### config.mk
export PLATFORM = sky130hd
export DESIGN_NAME = maxpool2x2_stream
export DESIGN_NICKNAME = d
export VERILOG_FILES = /design/src/rtl/maxpool2x2_stream_pkg.sv /design/src/rtl/maxpool2x2_stream_row_buffer.sv /design/src/rtl/maxpool2x2_stream.sv
export SDC_FILE = /design/constraint.sdc
export NUM_CORES = 1
export LEC_CHECK = 0
export CORE_MARGIN = 2
export CORE_UTILIZATION = 40
export CTS_CLUSTER_DIAMETER = 50
export DETAILED_ROUTE_END_ITERATION = 7
export PLACE_DENSITY = 0.61
export RECOVER_POWER = 25
export REMOVE_ABC_BUFFERS = 1
export SYNTH_ARGS = -nofsm -noshare
export SYNTH_HDL_FRONTEND = slang
export SYNTH_SLANG_ARGS = --single-unit
### constraint.sdc
create_clock -name clk -period 6.33 [get_ports clk]
set_input_delay 1.266 -clock clk [delete_from_list [all_inputs] [get_ports clk]]
set_output_delay 1.266 -clock clk [all_outputs]
set_load 0.005 [all_outputs]
### src/rtl/maxpool2x2_stream_pkg.sv
// Shared parameters and helpers for the 2x2 stride-2 max-pool stage.
package maxpool2x2_stream_pkg;

    localparam int unsigned DATA_WIDTH_DEF = 16;
    localparam int unsigned IMG_WIDTH_DEF  = 32;
    localparam int unsigned IMG_HEIGHT_DEF = 32;
    localparam int unsigned POOL_K         = 2;

    typedef logic signed [DATA_WIDTH_DEF-1:0] pixel_t;

    // Address width that never collapses to zero bits.
    function automatic int unsigned clog2_min1(input int unsigned n);
        return (n <= 1) ? 1 : $clog2(n);
    endfunction

endpackage

### src/rtl/maxpool2x2_stream_row_buffer.sv
// Half-row buffer holding the horizontal maxima of the current even row.
module maxpool2x2_stream_row_buffer #(
    parameter int unsigned DATA_WIDTH = 16,
    parameter int unsigned DEPTH      = 16,
    parameter int unsigned ADDR_W     = 4
) (
    input  logic                         clk,
    input  logic                         wr_en_i,
    input  logic [ADDR_W-1:0]            wr_addr_i,
    input  logic signed [DATA_WIDTH-1:0] wr_data_i,
    input  logic [ADDR_W-1:0]            rd_addr_i,
    output logic signed [DATA_WIDTH-1:0] rd_data_o
);

    logic signed [DATA_WIDTH-1:0] mem_q [DEPTH];

    // Write port; contents need no reset since every entry is written before it is read.
    always_ff @(posedge clk) begin
        if (wr_en_i) begin
            mem_q[wr_addr_i] <= wr_data_i;
        end
    end

    // Combinational read port.
    assign rd_data_o = mem_q[rd_addr_i];

endmodule

### src/rtl/maxpool2x2_stream.sv
// Streaming 2x2 stride-2 signed max pooling over a raster-order pixel stream.
module maxpool2x2_stream
    import maxpool2x2_stream_pkg::*;
#(
    parameter int unsigned DATA_WIDTH = DATA_WIDTH_DEF,
    parameter int unsigned IMG_WIDTH  = IMG_WIDTH_DEF,
    parameter int unsigned IMG_HEIGHT = IMG_HEIGHT_DEF
) (
    input  logic                         clk,
    input  logic                         rst,
    input  logic                         s_axis_valid,
    output logic                         s_axis_ready,
    input  logic signed [DATA_WIDTH-1:0] s_axis_data,
    output logic                         m_axis_valid,
    input  logic                         m_axis_ready,
    output logic signed [DATA_WIDTH-1:0] m_axis_data,
    output logic                         m_axis_last
);

    localparam int unsigned COL_W     = clog2_min1(IMG_WIDTH);
    localparam int unsigned ROW_W     = clog2_min1(IMG_HEIGHT);
    localparam int unsigned BUF_DEPTH = IMG_WIDTH / POOL_K;
    localparam int unsigned ADDR_W    = clog2_min1(BUF_DEPTH);

    logic [COL_W-1:0]             col_q, col_d;
    logic [ROW_W-1:0]             row_q, row_d;
    logic signed [DATA_WIDTH-1:0] pair_q, pair_d;
    logic                         valid_q, valid_d;
    logic signed [DATA_WIDTH-1:0] data_q, data_d;
    logic                         last_q, last_d;

    logic                         in_hs, out_hs;
    logic                         col_last, row_last;
    logic                         emit, buf_wr;
    logic [ADDR_W-1:0]            buf_addr;
    logic signed [DATA_WIDTH-1:0] hmax, vmax, buf_rd;

    // Handshakes and position decode; input may enter whenever the output slot frees.
    assign s_axis_ready = !valid_q || m_axis_ready;
    assign in_hs        = s_axis_valid && s_axis_ready;
    assign out_hs       = valid_q && m_axis_ready;
    assign col_last     = (col_q == COL_W'(IMG_WIDTH - 1));
    assign row_last     = (row_q == ROW_W'(IMG_HEIGHT - 1));
    assign emit         = in_hs && col_q[0] && row_q[0];
    assign buf_wr       = in_hs && col_q[0] && !row_q[0];
    assign buf_addr     = ADDR_W'(col_q >> 1);

    // Horizontal max of the pixel pair, then vertical max against the buffered even row.
    assign hmax = (pair_q > s_axis_data) ? pair_q : s_axis_data;
    assign vmax = (buf_rd > hmax) ? buf_rd : hmax;

    maxpool2x2_stream_row_buffer #(
        .DATA_WIDTH (DATA_WIDTH),
        .DEPTH      (BUF_DEPTH),
        .ADDR_W     (ADDR_W)
    ) u_row_buffer (
        .clk       (clk),
        .wr_en_i   (buf_wr),
        .wr_addr_i (buf_addr),
        .wr_data_i (hmax),
        .rd_addr_i (buf_addr),
        .rd_data_o (buf_rd)
    );

    // Next-state for raster counters, pair register and output slot.
    always_comb begin
        col_d   = col_q;
        row_d   = row_q;
        pair_d  = pair_q;
        valid_d = valid_q;
        data_d  = data_q;
        last_d  = last_q;

        if (in_hs) begin
            if (col_last) begin
                col_d = '0;
                row_d = row_last ? '0 : row_q + ROW_W'(1);
            end else begin
                col_d = col_q + COL_W'(1);
            end
            if (!col_q[0]) begin
                pair_d = s_axis_data;
            end
        end

        if (emit) begin
            valid_d = 1'b1;
            data_d  = vmax;
            last_d  = row_last && col_last;
        end else if (out_hs) begin
            valid_d = 1'b0;
        end
    end

    // State registers with asynchronous reset.
    always_ff @(posedge clk or posedge rst) begin
        if (rst) begin
            col_q   <= '0;
            row_q   <= '0;
            pair_q  <= '0;
            valid_q <= 1'b0;
            data_q  <= '0;
            last_q  <= 1'b0;
        end else begin
            col_q   <= col_d;
            row_q   <= row_d;
            pair_q  <= pair_d;
            valid_q <= valid_d;
            data_q  <= data_d;
            last_q  <= last_d;
        end
    end

    assign m_axis_valid = valid_q;
    assign m_axis_data  = data_q;
    assign m_axis_last  = last_q;

endmodule

# Word-level counts from Yosys, hierarchy flattened
# Memories as Yosys holds them, arrays and structs flattened.
# Cells that the tools add are included.
# word_totals
ff_bits	44
ram_bits	256
wordCells	34
n_memories	1
# memory_table
memory	depth	word_bits	rd	rd_ports_with_merged_regs	write_ports	line_no	text
u_row_buffer.mem_q	16	16	1	0	1	maxpool2x2_stream_row_buffer.sv:15	logic signed [DATA_WIDTH-1:0] mem_q [DEPTH];
# op_classes
n_addsub	2
magnitude_cmp	2
n_eq_ne	2
mux	8
bitwise_logic	1
n_reduce_logical	12
# op_table
cell	count
$gt A16 B16 Y1	2
$mux W16	2
$add A5 B1 Y5 const B	2
$eq A5 B5 Y1 const B	2
$mux W5	2
$logic_and A1 B1 Y1	6
$mux W1	4
$reduce_and A2 Y1	2
$logic_not A1 Y1	2
$reduce_bool A2 Y1	1
$logic_or A1 B1 Y1	1
$not A1 Y1	1

# Depth between registers and ports, before layout
# Gate-level depths: netlist (run 1).
# depth
ltp_word	7
mapped_depth	19

# Cells and area by module
# From an unflattened synthesis (run 1), not the netlist that was laid out.
# unflattened
cells_unflattened	743
hier_area_um2	13028.7
# by_module_without_submodules
module	n_inst	cells_per_inst	area_each_um2	seq_area_each_um2
maxpool2x2_stream_row_buffer	1	416	9723.1	7687.4
maxpool2x2_stream	1	327	3305.7	1101.1

# Worst setup path after synthesis (run 1)
# Ideal clock, no wire load.
# synth_timing
path_kind	in2reg
from	in s_axis_data[1]
to	reg data_q[10] (netlist: m_axis_data[10])
setup_ns	0.126
arrival_time_ns	4.985
slack_ns	1.219
cell_stages	18
path_buffers	3
path_cell_list	inv_1 -> ha_1 -> nor2b_4 -> o211ai_1 -> a21boi_1 -> or4_1 -> buf_6 -> mux2i_1 -> inv_1 -> ha_1 -> nand4_1 -> nor3_1 -> a21boi_0 -> o41ai_1 -> nor2b_1 -> clkbuf_1 -> buf_2 -> a221o_1
# synth_between
elab_chain_len	4
# synth_lines
item	line_no	text
start: declaration	maxpool2x2_stream.sv:13	input logic signed [DATA_WIDTH-1:0] s_axis_data,
$gt A16 B16 Y1	maxpool2x2_stream.sv:49	assign hmax = (pair_q > s_axis_data) ? pair_q : s_axis_data;
$mux W16	maxpool2x2_stream.sv:49	
named net hmax[15]	maxpool2x2_stream.sv:36	logic signed [DATA_WIDTH-1:0] hmax, vmax, buf_rd;
$gt A16 B16 Y1	maxpool2x2_stream.sv:50	assign vmax = (buf_rd > hmax) ? buf_rd : hmax;
$mux W16	maxpool2x2_stream.sv:50	
end signal: assignment	maxpool2x2_stream.sv:109	data_q <= data_d;
end: declaration	maxpool2x2_stream.sv:29	logic signed [DATA_WIDTH-1:0] data_q, data_d;
# The timed path passes the listed nets, and every way through them passes these cells.
# A chain may end at the register's enable or synchronous reset.

# Worst setup path after layout (run 1)
# layout_timing
from	in s_axis_data[15]
to	reg data_q[8] (netlist: m_axis_data[8])
# layout_between
elab_chain_len	4
# layout_lines
item	line_no
$gt A16 B16 Y1	maxpool2x2_stream.sv:49
$mux W16 *	maxpool2x2_stream.sv:49
named net hmax[15]	maxpool2x2_stream.sv:36
$gt A16 B16 Y1 *	maxpool2x2_stream.sv:50
$mux W16 *	maxpool2x2_stream.sv:50
# Mark *: on every way through the listed nets, which the timed path passes. The rest lies on a longest branch.

==> results of run 1 <==
-- critical path, cell delays in order --
cell,delay (ps)
clkdlybuf4s50_1,530
inv_1,60
ha_1,490
nand4_2,190
nor3_2,260
a21boi_1,180
or4_1,120
buf_4,330
mux2i_1,300
inv_1,80
ha_1,330
nand4_1,160
nor3_1,90
a21boi_0,130
o41ai_1,500
nor2b_1,950
a221o_1,320
-- path summary, 6_finish.rpt --
path	startpoint	cells past startpoint	slack [ps]	end
min in group asynchronous	rst	2	1790	pair_q[11]$_DFFE_PP0P_
worst min register to register	m_axis_last$_DFFE_PP0P_	2	500	m_axis_last$_DFFE_PP0P_
worst max-delay path	s_axis_data[15]	17	500	m_axis_data[8]$_DFFE_PP0P_
worst max register to register	col_q[1]$_DFFE_PP0P_	10	990	m_axis_data[8]$_DFFE_PP0P_
worst min-delay path	m_axis_last$_DFFE_PP0P_	2	500	m_axis_last$_DFFE_PP0P_
max in group asynchronous	rst	2	3200	col_q[1]$_DFFE_PP0P_
-- layer usage --
| metal | routed length (µm) | global-route usage |
|---|---|---|
| met4 | 632 | 0.05016 |
| met2 | 14820 | 0.3060 |
| met3 | 2097 | 0.04209 |
| met1 | 12220 | 0.2363 |
| met5 | 0 | 0 |
-- synth_stat cells, types with 4 or more instances --
master,number,share of area
edfxtp_1,256,0.59
mux4_2,64,0.11
dfrtp_1,44,0.084
mux2i_1,39,0.030
ha_1,36,0.034
inv_1,34,0.0098
nor2_1,20,0.0057
clkbuf_1,19,0.0055
mux2_2,19,0.016
nand2_1,19,0.0055
and2_1,17,0.0081
a221o_1,16,0.012
mux4_1,16,0.032
a21oi_1,14,0.0054
o21ai_0,9,0.0034
buf_6,8,0.0069
nand3_1,8,0.0031
nor3_1,7,0.0027
mux2i_2,6,0.0063
buf_2,5,0.0019
nand4_1,5,0.0024
a21o_1,4,0.0023
-- cells by family (layout without fill, tap and decap cells) --
group                    Yosys count  count (layout)
flip-flops                       300             300
multiplexers                     147             147
AND/OR/NAND/NOR                   93              93
buffers and inverters             68             179
AO/OA/AOI/OAI                     52              52
adder cells (fa/ha/maj)           36              36
-- where the power goes --
group          switching [mW]  leakage (nW)  total, mW  internal [mW]
Clock                   0.820         0.547       1.94           1.12
Sequential              0.260          2.85       2.94           2.68
Combinational            1.36          2.06       2.52           1.16
Total                    2.44          5.46       7.39           4.95
-- through the flow --
| step | worst slack, ps | area (µm²) | hold slack (ps) | utilization |
|---|---|---|---|---|
| 2_1_floorplan | 91.54 | 12850 | 464.9 | - |
| 3_5_place_dp | 28.37 | 14160 | 503.3 | 0.4373 |
| 4_1_cts | 533.8 | 15280 | 516.4 | 0.4719 |
| 6_report | 495.1 | 15230 | 496.4 | 0.4704 |
| 5_1_grt | 58.41 | 15230 | 530.7 | 0.4704 |
| 3_3_place_gp | 278.3 | 14160 | 476.8 | 0.4373 |
-- cell type report --
class | instances | area (µm²)
Clock buffer | 42 | 933.4
Fill cell | 2756 | 17140
Tap cell | 442 | 553.0
Sequential cell | 300 | 8793
Inverter | 34 | 127.6
Multi-Input combinational cell | 328 | 3945
Timing Repair Buffer | 81 | 688.2
Clock inverter | 22 | 186.4
-- registers in the layout (all words and copies together) (netlist names) --
name and count:
row_q 5, col_q 5, m_axis_data 16, pair_q 16, m_axis_last 1, m_axis_valid 1
u_row_buffer.mem_q 256
-- cell usage in the layout, fill, tap and decap left out, drive strengths merged, types with 2 or more instances in the layout --
cell,instances
and3,2
buf,39
nor2,20
a21o,4
clkdlybuf4s50,18
dfrtp,44
nand3b,2
a21boi,3
nand3,8
ha,36
and2,17
mux2,19
nor2b,4
nand2,19
mux2i,48
nor3,8
dlygate4sd3,20
nand2b,3
inv,41
and4,2
a211oi,2
clkinvlp,3
a21oi,14
clkinv,11
edfxtp,256
mux4,80
o21ai,9
o211ai,3
nand4,6
a221o,16
clkbuf,46
==> results.ini, run 1 <==
[floorplan]
die_width_um=184.7
die_h_um=184.7
io_pins=39
die-area_um2=34130
initial_core_util=0.4036
core_area_um2=32370
rows=66

[placement]
dp.cells=1185
gp_congestion=0.8188
port_buffers=38
place_hpwl_mm=19.33

[timing]
finalMaxSlewViolations=45
finalSetupViolCount=0
grt_setup_unrepaired=no
fin_setup_tns_ps=0
hold_violations=0
skew_ps=33.44
period_share=0.9218
tightestPinTransition_ps=1854
post-route-min-period_ps=5835
slew_headroom=-0.2360
max_freq_ghz=0.1714

[pwr]
ir_worst_vdd_mv=0.2598
power_density_nw_per_um2=485.5
p_leak_nw=5.457
power.total_mw=7.393

[yosys]
synth_area_um2=13070
ys.flop_type=edfxtp_1
synth_cell_types=41
synth_mux_area_frac=0.2002
yosysSeqAreaShare=0.6726
synth-compound-area-share=0.02863
synth.avg_cell_area_um2=18.77
yosysWarnings=0
synthSimpleGateAreaFrac=0.03792
synth-xor-area-share=0
synth_top_family_by_area=multiplexers
synth-async-reset-ratio=0.1467
synth_enable_flop_cells=256
netlist_instances=696
yosys_register_bits=300
synth_fa_ha_area_frac=0.03447

[route]
antenna_left=0
wl_per_cell_um=23.84
via_count=6812
wl_mm=29.78
avgViaCountPerCell=5.454
firstDrtPassIters=6
drc=0
first_iter_violations=615

[cts]
path_clk_slew_ps=60
hold_buffers=0
cts_resized=0
htree_levels=2
clock_sinks=300
clockBufferDepth=3
clockRootBuffer=clkbuf_16
numCtsBuffers=35
cts_tree=built
worstSkewPairLatency_ps=530
postCtsSetupRepairBufs=0

[setup_path]
worst_setup_path_end_kind=flop
startpoint_type=primary input
critical_path_class=in2reg
crit_required_ps=6780
cp.arrival_ps=6290
path_max_fanout=16

[layout]
final_layout_size_suffix_gt1_frac=0.2466
areaGrowthSynthToFinish_pct=16.54
diodes=0
fin_cells=1249
nets=836

[outcome]
failed_checks=capacitance limit, slew limit
outcome=finished with violations

[global_route]
antenna_found_initial=0
grt_usage=0.1813
first_global_vias=7235
grt_overflow=0
grt_pass1_wl_mm=45.15
grt_max_degree=59

[worst_hold_path]
hold_path.class=reg2reg

[flow_run]
maxCapViolCount=1

Note: power is estimated with default switching activity, not from simulation.
==> run 2, diff against run 1 <==
clock period = 6.9 ns   (was 6.33 ns; I/O delays follow)
==> run 2 against run 1 <==
Against the previous run:
- the flow still finishes with violations (capacitance limit, slew limit)
- cell count fell by 0.72%
- power fell by 9.3%
- worst hold slack got worse by 10 ps
- sequential share of layout area rose by 0.22 points
- non-clock buffer count fell by 2
- global-route usage rose by 0.092 points
- core utilization fell by 0.19 points
- final area fell by 0.39%
- via count rose by 0.91%
==> results.ini, run 2 (synthesized netlist as in run 1, its figures left out) <==
[outcome]
outcome=finished with violations
failed_checks=capacitance limit, slew limit

[floorplan]
die_width_um=184.7
die-area_um2=34130
die_h_um=184.7
core_area_um2=32370
io_pins=39
initial_core_util=0.4036
rows=66

[layout]
final_layout_size_suffix_gt1_frac=0.2406
multi_input_area_um2=3955
mostFrequentLayoutCell=edfxtp_1
largest_reg_flops=256
nets=830
areaGrowthSynthToFinish_pct=16.08
max_flop_register=u_row_buffer.mem_q
fin_area_um2=15170
final_cell_mix=edfxtp_1 (256), mux4_2 (64), dfrtp_1 (43)
nFillCells=2742
diodes=0
register_area_um2=8792

[setup_path]
path_delay_family=simple AND/OR/NAND/NOR gates
worstPathBufferInverterCount=5
r2r_cells=10
cp.arrival_ps=6430
startpoint_type=primary input
rrSetupSlack_ps=1090
critPathSlowestCell=nor2b_1
r2r-end=m_axis_data[0]$_DFFE_PP0P_
path_max_fanout=18
max_stage_delay_ps=1020
critical_path_class=in2reg
crit_chain=clkdlybuf4s50_1, inv_1, ha_1, nand4_2, nor3_2, a21boi_1, or4_1, buf_4, mux2i_2, buf_4, inv_1, ha_1, nand4_1, nor3_1, a21boi_0, o41ai_1, nor2b_1, a221o_1
crit_required_ps=7370
worst_setup_path_end_kind=flop
r2r-start=col_q[2]$_DFFE_PP0P_

[placement]
dpl-instance-area_um2=14140
port_buffers=38
place_hpwl_mm=19.50
preCtsSetupSlack_ps=407.1
gp_congestion=0.8498

[cts]
postCtsSetupRepairBufs=0
clock_sinks=300
worstSkewPairLatency_ps=550
clockRootBuffer=clkbuf_16
htree_levels=1
cts_tree=built
hold_buffers=0
clockBufferDepth=3
numCtsBuffers=31
cts_resized=0
path_clk_slew_ps=60

[worst_hold_path]
min_to=m_axis_last$_DFFE_PP0P_
hold_path_depth=2
hold_path.class=reg2reg
hp-start=m_axis_last$_DFFE_PP0P_

[timing]
finalMaxSlewViolations=90
fin_setup_tns_ps=0
grt_setup_unrepaired=no
post-route-min-period_ps=5961
slew_headroom=-0.4034
hold_violations=0
finalSetupViolCount=0
period_share=0.8639
fin_ws_ps=939.3
skew_ps=14.03
tightestPinTransition_ps=2105
finalHoldWorstSlack_ps=486.0
max_freq_ghz=0.1678

[flow_run]
maxCapViolCount=2

[route]
wl_mm=30.06
wl_per_cell_um=24.24
drc=0
via_count=6874
antenna_left=0
first_iter_violations=665
firstDrtPassIters=5
avgViaCountPerCell=5.544

[global_route]
grt_usage=0.1823
grt_max_degree=55
first_global_vias=7067
antenna_found_initial=0
grt_overflow=0
grt_pass1_wl_mm=45.41

[pwr]
ir_worst_vdd_mv=0.1996
power_density_nw_per_um2=442.0
p_leak_nw=5.433

-- run 2: changes by cell type in the layout (fill, tap and decap cells not counted), sizes merged --
| cell | change |
|---|---|
| inv | -6 |
| clkinvlp | -3 |
| clkbuf | -5 |
| clkinv | +3 |
| bufinv | +3 |
| buf | -1 |
-- run 2: worst register-to-register path: cells and delay by family (launching register included) --
kind / cells / cell delay (ps)
AO/OA/AOI/OAI: 3 / 890
adder cells (fa/ha/maj): 1 / 340
buffers and inverters: 1 / 600
flip-flops: 1 / 1750
multiplexers: 2 / 900
AND/OR/NAND/NOR: 3 / 1260
-- run 2: through the flow --
step	utilization	std cells	power (mW)
final	0.4685	1240	6.704
after global routing	0.4685	1240	7.036
after CTS	0.4697	1240	6.770
after detailed placement	0.4369	1183	5.061
after global placement	0.4369	1183	4.956
after floorplan	-	662	4.194
-- run 2: cell type report --
| cell class | count | share of cell area |
|---|---|---|
| Clock buffer | 38 | 0.05552 |
| Clock inverter | 19 | 0.01452 |
| Inverter | 34 | 0.008414 |
| Multi-Input combinational cell | 328 | 0.2608 |
| Sequential cell | 300 | 0.5797 |
| Tap cell | 442 | 0.03646 |
| Timing Repair Buffer | 79 | 0.04463 |
-- run 2: layer usage --
metal | GRT usage | up-vias | routed length, µm
met5 | 0 | - | 0
met4 | 0.05619 | 0 | 847
met3 | 0.02964 | 55 | 1841
met2 | 0.3033 | 232 | 14810
met1 | 0.2474 | 3612 | 12560
li1 | - | 2975 | -
-- run 2: worst max-delay path by stage --
stage,cells after the start,from,slack (ps),end
after floorplan,15,s_axis_data[15],550,m_axis_data[0]$_DFFE_PP0P_
after CTS,18,s_axis_data[15],960,m_axis_data[7]$_DFFE_PP0P_
final,18,s_axis_data[15],940,m_axis_data[0]$_DFFE_PP0P_
after detailed placement,18,s_axis_data[15],410,m_axis_data[7]$_DFFE_PP0P_
after global placement,18,s_axis_data[15],640,m_axis_data[13]$_DFFE_PP0P_
after global routing,17,s_axis_data[15],550,m_axis_data[0]$_DFFE_PP0P_
-- run 2: where the power goes --
part	leakage (nW)	internal (mW)	switching, mW
registers	2.85	2.46	0.252
logic	2.05	1.08	1.21
clock network	0.528	1.02	0.689
